File: src/rtl/uart_csr_bank_pkg.sv
// Shared register-map offsets, bit-field indices and control-word layout for
// the UART CSR bank.
package uart_csr_bank_pkg;

  localparam int OFF_DATA     = 'h00;
  localparam int OFF_CTRL     = 'h04;
  localparam int OFF_BAUD     = 'h08;
  localparam int OFF_STATUS   = 'h0C;
  localparam int OFF_INT_EN   = 'h10;
  localparam int OFF_INT_STAT = 'h14;

  localparam int CTRL_UART_EN    = 0;
  localparam int CTRL_STOP2      = 1;
  localparam int CTRL_PARITY_ODD = 2;
  localparam int CTRL_PARITY_EN  = 3;
  localparam int CTRL_TX_EN      = 4;
  localparam int CTRL_RX_EN      = 5;

  localparam int STAT_BUSY     = 0;
  localparam int STAT_RX_EMPTY = 1;
  localparam int STAT_RX_FULL  = 2;
  localparam int STAT_TX_FULL  = 3;
  localparam int STAT_IRQ      = 4;
  localparam int STAT_W        = 5;

  localparam int INT_PARITY_ERR  = 0;
  localparam int INT_STOP_ERR    = 1;
  localparam int INT_RX_UNDERRUN = 2;
  localparam int INT_TX_OVERFLOW = 3;
  localparam int INT_RX_AVAIL    = 4;
  localparam int INT_TX_READY    = 5;
  localparam int INT_STAT_W      = 4;
  localparam int INT_EN_W        = 6;

  // Field order mirrors the CTRL register, so bit 0 is uart_en.
  typedef struct packed {
    logic rx_en;
    logic tx_en;
    logic parity_en;
    logic parity_odd;
    logic stop2;
    logic uart_en;
  } uart_ctrl_t;

endpackage

File: src/rtl/uart_csr_bank_w1c.sv
// Sticky status bits: set by an event pulse, cleared by writing 1; set wins
// when both arrive in the same cycle.
module uart_w1c_reg #(
  parameter int WIDTH = 4
) (
  input  logic             clock,
  input  logic             reset,
  input  logic [WIDTH-1:0] set,
  input  logic [WIDTH-1:0] clr,
  output logic [WIDTH-1:0] q
);

  logic [WIDTH-1:0] q_reg;

  genvar gi;
  generate
    for (gi = 0; gi < WIDTH; gi++) begin : g_bit
      always_ff @(posedge clock or negedge reset) begin
        if (!reset) begin
          q_reg[gi] <= 1'b0;
        end else if (set[gi]) begin
          q_reg[gi] <= 1'b1;
        end else if (clr[gi]) begin
          q_reg[gi] <= 1'b0;
        end
      end
    end
  endgenerate

  assign q = q_reg;

endmodule

File: src/rtl/uart_csr_bank.sv
// Register bank between a simple strobe bus and a UART core: control, baud,
// data FIFO access, status, and masked interrupt generation.
module uart_csr_bank
  import uart_csr_bank_pkg::*;
#(
  parameter int DATA_W = 8,
  parameter int BAUD_W = 16,
  parameter int ADDR_W = 5
) (
  input  logic              clock,
  input  logic              reset,
  input  logic              uart_sel,
  input  logic              wr_en,
  input  logic              rd_en,
  input  logic [ADDR_W-1:0] addr,
  input  logic [31:0]       wdata,
  output logic [31:0]       rdata,
  output logic              rvalid,
  input  logic              tx_full,
  input  logic              rx_full,
  input  logic              rx_empty,
  input  logic              busy,
  input  logic              parity_err,
  input  logic              stop_err,
  input  logic [DATA_W-1:0] rx_data,
  output logic              rx_pop,
  output logic              tx_push,
  output logic [DATA_W-1:0] tx_data,
  output logic              uart_en,
  output logic              tx_en,
  output logic              rx_en,
  output logic              parity_en,
  output logic              parity_odd,
  output logic              stop2,
  output logic [BAUD_W-1:0] baud_div,
  output logic              irq
);

  logic                  wr_acc;
  logic                  rd_acc;
  logic                  sel_data;
  logic                  sel_ctrl;
  logic                  sel_baud;
  logic                  sel_status;
  logic                  sel_int_en;
  logic                  sel_int_stat;
  uart_ctrl_t            ctrl_reg;
  uart_ctrl_t            ctrl_next;
  logic [BAUD_W-1:0]     baud_reg;
  logic [INT_EN_W-1:0]   int_en_reg;
  logic [INT_STAT_W-1:0] int_stat;
  logic [INT_STAT_W-1:0] int_set;
  logic [INT_STAT_W-1:0] int_clr;
  logic [DATA_W-1:0]     tx_data_reg;
  logic                  tx_push_reg;
  logic                  rvalid_reg;
  logic                  irq_reg;
  logic                  irq_next;
  logic [31:0]           rdata_reg;
  logic [31:0]           rdata_next;
  logic [STAT_W-1:0]     status_word;
  logic                  unused_wdata;

  // A simultaneous read and write is treated as a write only.
  assign wr_acc = uart_sel & wr_en;
  assign rd_acc = uart_sel & rd_en & ~wr_en;

  assign sel_data     = (addr == ADDR_W'(OFF_DATA));
  assign sel_ctrl     = (addr == ADDR_W'(OFF_CTRL));
  assign sel_baud     = (addr == ADDR_W'(OFF_BAUD));
  assign sel_status   = (addr == ADDR_W'(OFF_STATUS));
  assign sel_int_en   = (addr == ADDR_W'(OFF_INT_EN));
  assign sel_int_stat = (addr == ADDR_W'(OFF_INT_STAT));

  assign rx_pop = rd_acc & sel_data & ~rx_empty;

  always_comb begin
    ctrl_next            = ctrl_reg;
    ctrl_next.uart_en    = wdata[CTRL_UART_EN];
    ctrl_next.stop2      = wdata[CTRL_STOP2];
    ctrl_next.parity_odd = wdata[CTRL_PARITY_ODD];
    ctrl_next.parity_en  = wdata[CTRL_PARITY_EN];
    ctrl_next.tx_en      = wdata[CTRL_TX_EN];
    ctrl_next.rx_en      = wdata[CTRL_RX_EN];
  end

  always_comb begin
    int_set                  = '0;
    int_set[INT_PARITY_ERR]  = parity_err;
    int_set[INT_STOP_ERR]    = stop_err;
    int_set[INT_RX_UNDERRUN] = rd_acc & sel_data & rx_empty;
    int_set[INT_TX_OVERFLOW] = wr_acc & sel_data & tx_full;
  end

  assign int_clr = (wr_acc & sel_int_stat) ? wdata[INT_STAT_W-1:0] : '0;

  uart_w1c_reg #(
    .WIDTH(INT_STAT_W)
  ) u_int_stat (
    .clock(clock),
    .reset(reset),
    .set  (int_set),
    .clr  (int_clr),
    .q    (int_stat)
  );

  always_comb begin
    status_word                = '0;
    status_word[STAT_BUSY]     = busy;
    status_word[STAT_RX_EMPTY] = rx_empty;
    status_word[STAT_RX_FULL]  = rx_full;
    status_word[STAT_TX_FULL]  = tx_full;
    status_word[STAT_IRQ]      = irq_reg;
  end

  always_comb begin
    rdata_next = '0;
    if (sel_data) begin
      rdata_next = rx_empty ? '0 : 32'(rx_data);
    end else if (sel_ctrl) begin
      rdata_next = 32'(ctrl_reg);
    end else if (sel_baud) begin
      rdata_next = 32'(baud_reg);
    end else if (sel_status) begin
      rdata_next = 32'(status_word);
    end else if (sel_int_en) begin
      rdata_next = 32'(int_en_reg);
    end else if (sel_int_stat) begin
      rdata_next = 32'(int_stat);
    end
  end

  assign irq_next = (|(int_stat & int_en_reg[INT_STAT_W-1:0]))
                  | (int_en_reg[INT_RX_AVAIL] & ~rx_empty)
                  | (int_en_reg[INT_TX_READY] & ~tx_full);

  always_ff @(posedge clock or negedge reset) begin
    if (!reset) begin
      ctrl_reg    <= '0;
      baud_reg    <= '0;
      int_en_reg  <= '0;
      tx_data_reg <= '0;
      tx_push_reg <= 1'b0;
      rvalid_reg  <= 1'b0;
      rdata_reg   <= '0;
      irq_reg     <= 1'b0;
    end else begin
      tx_push_reg <= 1'b0;
      rvalid_reg  <= rd_acc;
      irq_reg     <= irq_next;
      if (rd_acc) begin
        rdata_reg <= rdata_next;
      end
      if (wr_acc) begin
        if (sel_data && !tx_full) begin
          tx_data_reg <= wdata[DATA_W-1:0];
          tx_push_reg <= 1'b1;
        end
        if (sel_ctrl && !busy) begin
          ctrl_reg <= ctrl_next;
        end
        // Divisor is frozen while the core runs or is enabled.
        if (sel_baud && !busy && !ctrl_reg.uart_en) begin
          baud_reg <= wdata[BAUD_W-1:0];
        end
        if (sel_int_en) begin
          int_en_reg <= wdata[INT_EN_W-1:0];
        end
      end
    end
  end

  assign rdata      = rdata_reg;
  assign rvalid     = rvalid_reg;
  assign tx_push    = tx_push_reg;
  assign tx_data    = tx_data_reg;
  assign baud_div   = baud_reg;
  assign irq        = irq_reg;
  assign uart_en    = ctrl_reg.uart_en;
  assign tx_en      = ctrl_reg.tx_en;
  assign rx_en      = ctrl_reg.rx_en;
  assign parity_en  = ctrl_reg.parity_en;
  assign parity_odd = ctrl_reg.parity_odd;
  assign stop2      = ctrl_reg.stop2;

  assign unused_wdata = ^wdata;

endmodule

File: config.mk
export PLATFORM = sky130hd
export DESIGN_NAME = uart_csr_bank
export DESIGN_NICKNAME = d
export VERILOG_FILES = /design/src/rtl/uart_csr_bank_pkg.sv /design/src/rtl/uart_csr_bank_w1c.sv /design/src/rtl/uart_csr_bank.sv
export SDC_FILE = /design/constraint.sdc
export NUM_CORES = 1
export LEC_CHECK = 0
export BUFFER_PORTS_ARGS = -buffer_cell sky130_fd_sc_hd__buf_2
export CORE_MARGIN = 2
export CORE_UTILIZATION = 42
export DETAILED_ROUTE_END_ITERATION = 7
export PLACE_DENSITY = 0.85
export SYNTH_ARGS = -nofsm -noshare
export SYNTH_HDL_FRONTEND = slang
export SYNTH_SLANG_ARGS = --single-unit
File: constraint.sdc
create_clock -name clock -period 1.32 [get_ports clock]
set_clock_uncertainty 0.05 [all_clocks]
set_input_delay 0.264 -clock clock [delete_from_list [all_inputs] [get_ports clock]]
set_output_delay 0.264 -clock clock [all_outputs]
set_load 0.03 [all_outputs]
# After elaboration in Yosys (flattened, before gate mapping)
# Cells that the tools add are included.
# Widths: inputs -> output; s select.
[totals]
memories = 0
reg_bits = 75
inputBits = 56
latch_bits = 0
mem_bits_rw = 0
mem_bits_ro = 0
wordCells = 74
[op_classes]
n_addsub = 0
mux = 18
n_eq_ne = 5
bitwise = 17
reduce_logical = 17
div = 0
mul = 0
order_cmp = 0
n_shift = 0
[ops]
columns = ["cell", "count"]
rows = [
  ["$mux 16", 3],
  ["$mux 6", 2],
  ["$and 1x1->1", 11],
  ["$eq 5x4->1 const B", 2],
  ["$eq 5x5->1 const B", 2],
  ["$mux 1", 10],
  ["$mux 4", 2],
  ["$mux 8", 1],
  ["$reduce_and 2->1", 4],
  ["$reduce_bool 2->1", 4],
  ["$eq 5x3->1 const B", 1],
  ["$logic_not 5->1", 1],
  ["$and 4x4->4", 1],
  ["$logic_and 1x1->1", 4],
  ["$reduce_or 4->1", 1],
  ["$logic_not 1->1", 3],
  ["$not 1->1", 3],
  ["$or 1x1->1", 2],
]

# Logic depth before layout (Yosys ltp)
# Gate-level depths: netlist of run 1.
[depth]
word_depth = 7
ltp_mapped = 6
mapped_depth_nobuf = 5

# By module
# Synthesis of run 1 repeated with hierarchy kept, for this count alone.
[unflattened]
cells_unflattened = 238
area_unflattened_um2 = 2790.2
[modules_own_cells]
columns = ["mod", "instances", "area_each_um2", "cells_each"]
rows = [
  ["uart_csr_bank", 1, 2645.0, 226],
  ["uart_w1c_reg", 1, 145.1, 12],
]

# Least setup slack after synthesis of run 1
# No wires, ideal clock.
[synth_timing]
path_kind = "input to register"
from = "input addr[3]"
to = "register ctrl_reg, in the netlist parity_en"
stages = 5
t_required_ns = 1.145
path_slack_ns = -0.648
t_arrival_ns = 1.793
setup_time_ns = 0.125
path_cell_list = "buf_2 or4_1 buf_2 nor4b_4 mux2_2"
[synth_between]
elab_chain_cells = 3
[synth_lines]
columns = ["item", "line_no", "source"]
rows = [
  ["from (decl)", "uart_csr_bank.sv:15", "input logic [ADDR_W-1:0] addr,"],
  ["$eq 5x3->1", "uart_csr_bank.sv:69", "assign sel_ctrl = (addr == ADDR_W'(OFF_CTRL));"],
  ["$logic_and 1x1->1", "uart_csr_bank.sv:159", "if (sel_ctrl && !busy) begin"],
  ["$reduce_and 2->1 (no line)", "-", ""],
  ["to (signal assigned)", "uart_csr_bank.sv:160", "ctrl_reg <= ctrl_next;"],
  ["to (decl)", "uart_csr_bank.sv:47", "uart_ctrl_t ctrl_reg;"],
]
# Every way passes these cells.
# A chain may end at the register's enable or synchronous reset.

# Worst setup path after layout of run 1
[layout_timing]
from = "input addr[0]"
to = "output rx_pop"
[layout_between]
elab_chain_cells = 3
[layout_lines]
columns = ["item", "line_no", "source"]
rows = [
  ["$logic_not 5->1", "uart_csr_bank.sv:68", "assign sel_data = (addr == ADDR_W'(OFF_DATA));"],
  ["$and 1x1->1 (2 in series)", "uart_csr_bank.sv:75", "assign rx_pop = rd_acc & sel_data & ~rx_empty;"],
  ["to (decl)", "uart_csr_bank.sv:26", "output logic rx_pop,"],
]
# Every way passes these cells.

==> qor.txt, run 1 <==
Seq pwr share = 44.8%
filler cell count = 465
total number of vias = 2463
Post-DP HPWL = 5.56 mm
die width = 84.8 um
IO buf count = 89
total track usage = 24.6%
status = finished, violations left
# DRC = 0
die footprint = 7200 sq um
final non-filler cell total = 452
mapped cell area = 2750 sq um
largest family of logic cells by synthesized area = multiplexers
Setup TNS = -3.40 ns
worst vdd ir = 1.23 mV
I/O Pins = 122
initial antenna violation count = 0
Initial Util = 43.2%
WL final = 8.49 mm
CTS H-tree depth = 3
final hold violations = 0
Via-to-Cell Ratio = 5.45
Vert. Die Dim = 84.8 um
xor and xnor area share after synthesis = 0%
Synth Area in Compound Gates = 7.34%
CTS clk-pin slew, worst paths = 0.07 ns
global-route wire length before repair = 13.5 mm
clock sink total = 59
mux contribution to synthesized area = 17.3%
Synth Area in Adders = 0%
Synth async-reset ratio = 100%
CP arrival = 1.20 ns
crit-path cells = buf_8 -> buf_6 -> nor3_4 -> nand2_2 -> buf_4 -> nor3_4 -> buf_6
# diodes = 0
Yosys warning count = 0
largest net degree at the start of global routing = 53
Worst Path Buf+Inv = 4
RSZ-0062 raised after global routing = yes
Synth cell types = 34
top_reg_cell synth = dfrtp_1
Total Power = 4.60 mW
Crit-path slowest cell = nor3_4
area added between synthesis and finish = 45.4%
Combinational Power Share = 20.4%
min Tclk post-route = 1.52 ns
Slew Limit Fails = 0
P_sw = 1.41 mW
Post-DP Area = 3490 sq um
slowest stage delay, CP = 0.19 ns
Clk pwr share = 34.8%
leakage = 2.10 nW
number of synthesized flops with an enable pin = 0
gp weighted congestion = 0.874
fin util = 62.8%
post-route ant nets = 0
period utilization = 115%
setup violators final = 23
Worst Hold Class = in -> reg
design area = 3990 sq um
Seq/Total Area, Yosys = 53.8%
share of cells above drive strength 1 = 52.8%
DRT Pass-1 Iters = 4
Setup Crit Path Kind = in -> out
CTS root buffer = clkbuf_8
Final WS setup = -0.197 ns
vias in the first global route = 2510
pwr/cell area = 1150 nW/um^2
Routed WL per cell = 18.8 um
Max-Cap Viols = 0
Core Region = 6350 sq um
number of synthesized register bits = 59
nets = 426
fmax = 659 MHz
dpl cells = 424
CTS tree = done
grt ovf = 0
Initial DRC Count = 178
Core Rows = 29
CTS max path bufs = 2
critical path fanouts, max = 3
sw frac = 30.6%
Simple-Gate Fraction of Synth Area = 15.0%
clock latency on the worst-skew pair = 0.34 ns
startpoint class of the critical path = input pin
failing checks = negative setup slack
Internal = 3.19 mW
CP Data Required Time = 1.01 ns
number of buffers created by CTS = 9
CP top delay family = buffers and inverters
Crit. End Element = output pin
Avg Inst Size Synth = 11.4 sq um
cells after synthesis = 241
-- layer usage --
layer	routed length [um]	GRT usage, %
met1	3140	30.3
met2	4290	40.1
met4	316	10.8
met5	0	0
met3	746	7.49
-- cell families (layout without fill, tap and decap cells) --
kind of cell | count (synthesis) | after routing
buf+inv | 30 | 149
simple gates | 78 | 78
mux | 43 | 43
compound gates | 30 | 30
other cells | 1 | 16
flops | 59 | 59
-- power groups by stage --
stage,clock [mW],sequential [mW],combinational (mW)
after floorplan,0,2.24,0.348
after global placement,0,2.07,0.800
after detailed placement,0,2.07,0.820
after CTS,1.61,2.05,0.885
after global routing,1.73,2.07,0.991
final,1.60,2.06,0.939
-- synth_stat cells (all sizes together) (2+ instances only) --
cell | n | area [sq um]
mux2i | 7 | 70.1
dfrtp | 59 | 1480
nor3b | 2 | 26.3
o22ai | 4 | 25.0
nand2 | 34 | 128
inv | 3 | 11.3
a21oi | 3 | 15.0
nor2 | 3 | 11.3
nand3 | 18 | 90.1
nand3b | 3 | 22.5
buf | 21 | 141
nand2b | 5 | 31.3
o21ai | 5 | 25.0
a22oi | 9 | 67.6
clkbuf | 6 | 22.5
mux2 | 36 | 405
o31ai | 2 | 15.0
or3 | 2 | 12.5
nor3 | 5 | 30.0
o211ai | 5 | 37.5
-- per-stage QoR --
stage,hold slack (ns),worst slack (ns)
final,0.0680,-0.197
after global routing,0.0603,-0.214
after CTS,0.0597,-0.172
after detailed placement,0.0775,-0.557
after global placement,0.0743,-0.544
after floorplan,-0.0816,-0.629
-- cell type report --
class / instances / area, sq um / area share (%)
inverter: 3 / 11.3 / 0.282
timing repair buffer: 130 / 907 / 22.7
clock buffer: 10 / 128 / 3.20
tap: 77 / 96.3 / 2.41
multi-input combinational: 167 / 1300 / 32.7
sequential: 59 / 1480 / 37.1
clock inverter: 6 / 65.1 / 1.63
-- final timing paths --
kind,start,endpoint,slack [ns],cells after the start
min in group asynchronous,reset,tx_data[1],0.30,2
max reg2reg,uart_en,baud_div[11],0.01,4
min,parity_err,u_int_stat.q[0],0.07,2
min reg2reg,rdata[15],rdata[15],0.42,2
max in group asynchronous,reset,baud_div[4],0.38,3
max,addr[0],rx_pop,-0.20,7
-- cell usage in the layout (no fill, tap or decap), drive strengths merged, types with 2 or more instances in the layout --
cell and count:
nand3 18, o21ai 5, nand2b 5, mux2 36
nor3 5, clkinv 3, nand2 34, or3 2
dfrtp 59, conb 16, clkbuf 17, o211ai 5
nor2 3, a22oi 9, a21oi 3, nor3b 2
mux2i 7, o22ai 4, buf 122, inv 4
o31ai 2, nand3b 3
-- what timing repair did --
action,4_1_cts,5_1_grt
hold buffers,1,0
pin swaps,6,4
endpoints found under the hold margin,7,0
setup endpoints to repair,40,48
setup buffers,5,5
gates cloned,1,0
gates resized for setup,38,18
-- worst register-to-register path, delay by kind of cell (launching register included) --
kind | cells | cell delay [ns]
flip-flops | 1 | 0.41
AND/OR/NAND/NOR | 2 | 0.29
multiplexers | 1 | 0.28
buffers and inverters | 1 | 0.16
Note: power is estimated with default switching activity, not from simulation.
==> run 2, diff against run 1 <==
--- a/config.mk
+++ b/config.mk
@@ -7,9 +7,9 @@
 export LEC_CHECK = 0
 export BUFFER_PORTS_ARGS = -buffer_cell sky130_fd_sc_hd__buf_2
 export CORE_MARGIN = 2
-export CORE_UTILIZATION = 42
+export CORE_UTILIZATION = 51
 export DETAILED_ROUTE_END_ITERATION = 7
-export PLACE_DENSITY = 0.85
+export PLACE_DENSITY = 0.95
 export SYNTH_ARGS = -nofsm -noshare
 export SYNTH_HDL_FRONTEND = slang
 export SYNTH_SLANG_ARGS = --single-unit
==> constraint.sdc (replaced) <==
create_clock -name clock -period 1.9 [get_ports clock]
set_clock_uncertainty 0.05 [all_clocks]
set_input_delay 0.38 -clock clock [delete_from_list [all_inputs] [get_ports clock]]
set_output_delay 0.38 -clock clock [all_outputs]
set_load 0.03 [all_outputs]
==> run 2 against run 1 <==
The flow now finishes without violations. Final area down 10%. Combinational power decreased by 41%. Total power is 32% lower. Sequential share of layout area increased by 4.1 points. Non-clock buffer count is 18 lower. Clock power shrank 29%. Flip-flop and latch count is the same. Wire length shrank 14%. Worst setup slack improved by 0.29 ns. Hold slack better by 0.12 ns. Critical path type unchanged. Largest cell class unchanged. Highest routed layer unchanged.
==> qor.txt, run 2 (synthesis gave the netlist of run 1 again) <==
nets = 408
CP arrival = 1.37 ns
startpoint class of the critical path = input pin
Post-DP HPWL = 5.33 mm
hold path depth = 2
R2R cell count = 4
CTS H-tree depth = 3
commonest non-fill, non-tap cell in the layout = buf_2
Crit. End Element = output pin
die footprint = 5990 sq um
Setup TNS = 0 ns
Worst path depth = 6
worst vdd ir = 0.630 mV
status = finished, final reports clean
HP Start = parity_err
CP Data Required Time = 1.47 ns
CTS max path bufs = 2
r2r setup slk = 0.40 ns
Worst Path Buf+Inv = 3
Core Region = 5140 sq um
CTS clk-pin slew, worst paths = 0.07 ns
Initial Util = 53.4%
Setup Crit Path Kind = in -> out
CTS resizes = 0
fin util = 69.7%
initial antenna violation count = 0
Worst Hold Class = in -> reg
reg2reg end = baud_div[7]
min Tclk post-route = 1.80 ns
CTS tree = done
crit-path cells = buf_2 -> buf_4 -> nor3_1 -> nand2_1 -> nor3_2 -> buf_2
worst slack, placed = -0.158 ns
critical path fanouts, max = 4
WL final = 7.28 mm
filler cell count = 369
Slew Limit Fails = 0
total track usage = 25.2%
Final WS setup = 0.0952 ns
FF-to-FF Start = uart_en
die width = 77.4 um
Max-Cap Viols = 0
post-route ant nets = 0
Vert. Die Dim = 77.4 um
RSZ-0062 raised after global routing = no
grt ovf = 0
setup violators final = 0
CTS root buffer = clkbuf_8
gp weighted congestion = 0.895
vias in the first global route = 2378
# DRC = 0
Total Power = 3.12 mW
period utilization = 95.0%
Final Hold Slack = 0.186 ns
IO buf count = 89
fmax = 554 MHz
largest net degree at the start of global routing = 60
Hold EP = u_int_stat.q[0]
DRT Pass-1 Iters = 6
final hold violations = 0
clock latency on the worst-skew pair = 0.35 ns
Crit-path slowest cell = nor3_1
Routed WL per cell = 17.0 um
Worst Setup SP = addr[1]
CP top delay family = simple AND/OR/NAND/NOR gates
leakage = 1.94 nW
number of buffers created by CTS = 9
clock sink total = 59
# diodes = 0
pwr/cell area = 870 nW/um^2
total number of vias = 2382
Core Rows = 26
Worst path most repeated cell = buf_2
I/O Pins = 122
slowest stage delay, CP = 0.25 ns
area added between synthesis and finish = 30.6%
Via-to-Cell Ratio = 5.58
Initial DRC Count = 253
global-route wire length before repair = 11.6 mm
share of cells above drive strength 1 = 46.2%
most frequent cells in the layout = buf_2 (89), dfrtp_1 (59), nand2_1 (34), mux2_2 (28), buf_4 (21)
[run 2: cell count changes in the layout (fill, tap and decap cells not counted), sizes merged]
cell and delta:
buf -11, clkbuf -5, clkinv -2, clkinvlp +1, inv -1
[run 2: cell type report]
class / instances / area, sq um / area share, %
Tap cell: 70 / 87.6 / 2.44
Clock buffer: 12 / 145 / 4.05
Timing Repair Buffer: 112 / 633 / 17.7
Clock inverter: 4 / 50.0 / 1.40
Sequential cell: 59 / 1480 / 41.2
Inverter: 3 / 11.3 / 0.314
Multi-Input combinational cell: 167 / 1180 / 32.9
[run 2: repair_timing]
action | CTS | global route
endpoints found under the hold margin | 59 | 0
buffers inserted | 0 | 1
endpoints found under the setup margin | 0 | 1
hold buffers | 1 | 0
[run 2: worst register-to-register path: stages (launching register included)]
cell	delay, ns
dfrtp_1	0.44
nor3_1	0.28
nand2_1	0.12
buf_4	0.21
mux2_2	0.28
[run 2: through the flow]
step | area, sq um | cells
after detailed placement | 3370 | 409
after CTS | 3580 | 426
after global placement | 3370 | 409
final | 3580 | 427
after global routing | 3580 | 427
after floorplan | 2850 | 256
[run 2: worst max path at each step]
stage                  to  slack, ns
6_report           rx_pop        0.1
5_1_grt            rx_pop       0.01
4_1_cts            rx_pop       0.08
3_5_place_dp        stop2      -0.16
3_3_place_gp      uart_en      -0.15
2_1_floorplan  parity_odd      -0.15
[run 2: layer usage]
layer | part of all wire (%) | routed length (um) | global-route usage [%] | vias to the layer above
met5 | 0 | 0 | 0 | -
met4 | 3.1 | 228 | 10.9 | 0
met3 | 9.0 | 653 | 6.28 | 23
met2 | 49 | 3580 | 40.0 | 133
met1 | 39 | 2810 | 33.0 | 1179
li1 | - | - | - | 1047
[run 2: report_power, final]
| part | leakage, nW | total, mW | switching, mW | internal [mW] |
|---|---|---|---|---|
| sequential | 0.794 | 1.42 | 0.0790 | 1.35 |
| combinational | 1.05 | 0.550 | 0.350 | 0.200 |
| clock | 0.0926 | 1.14 | 0.504 | 0.640 |
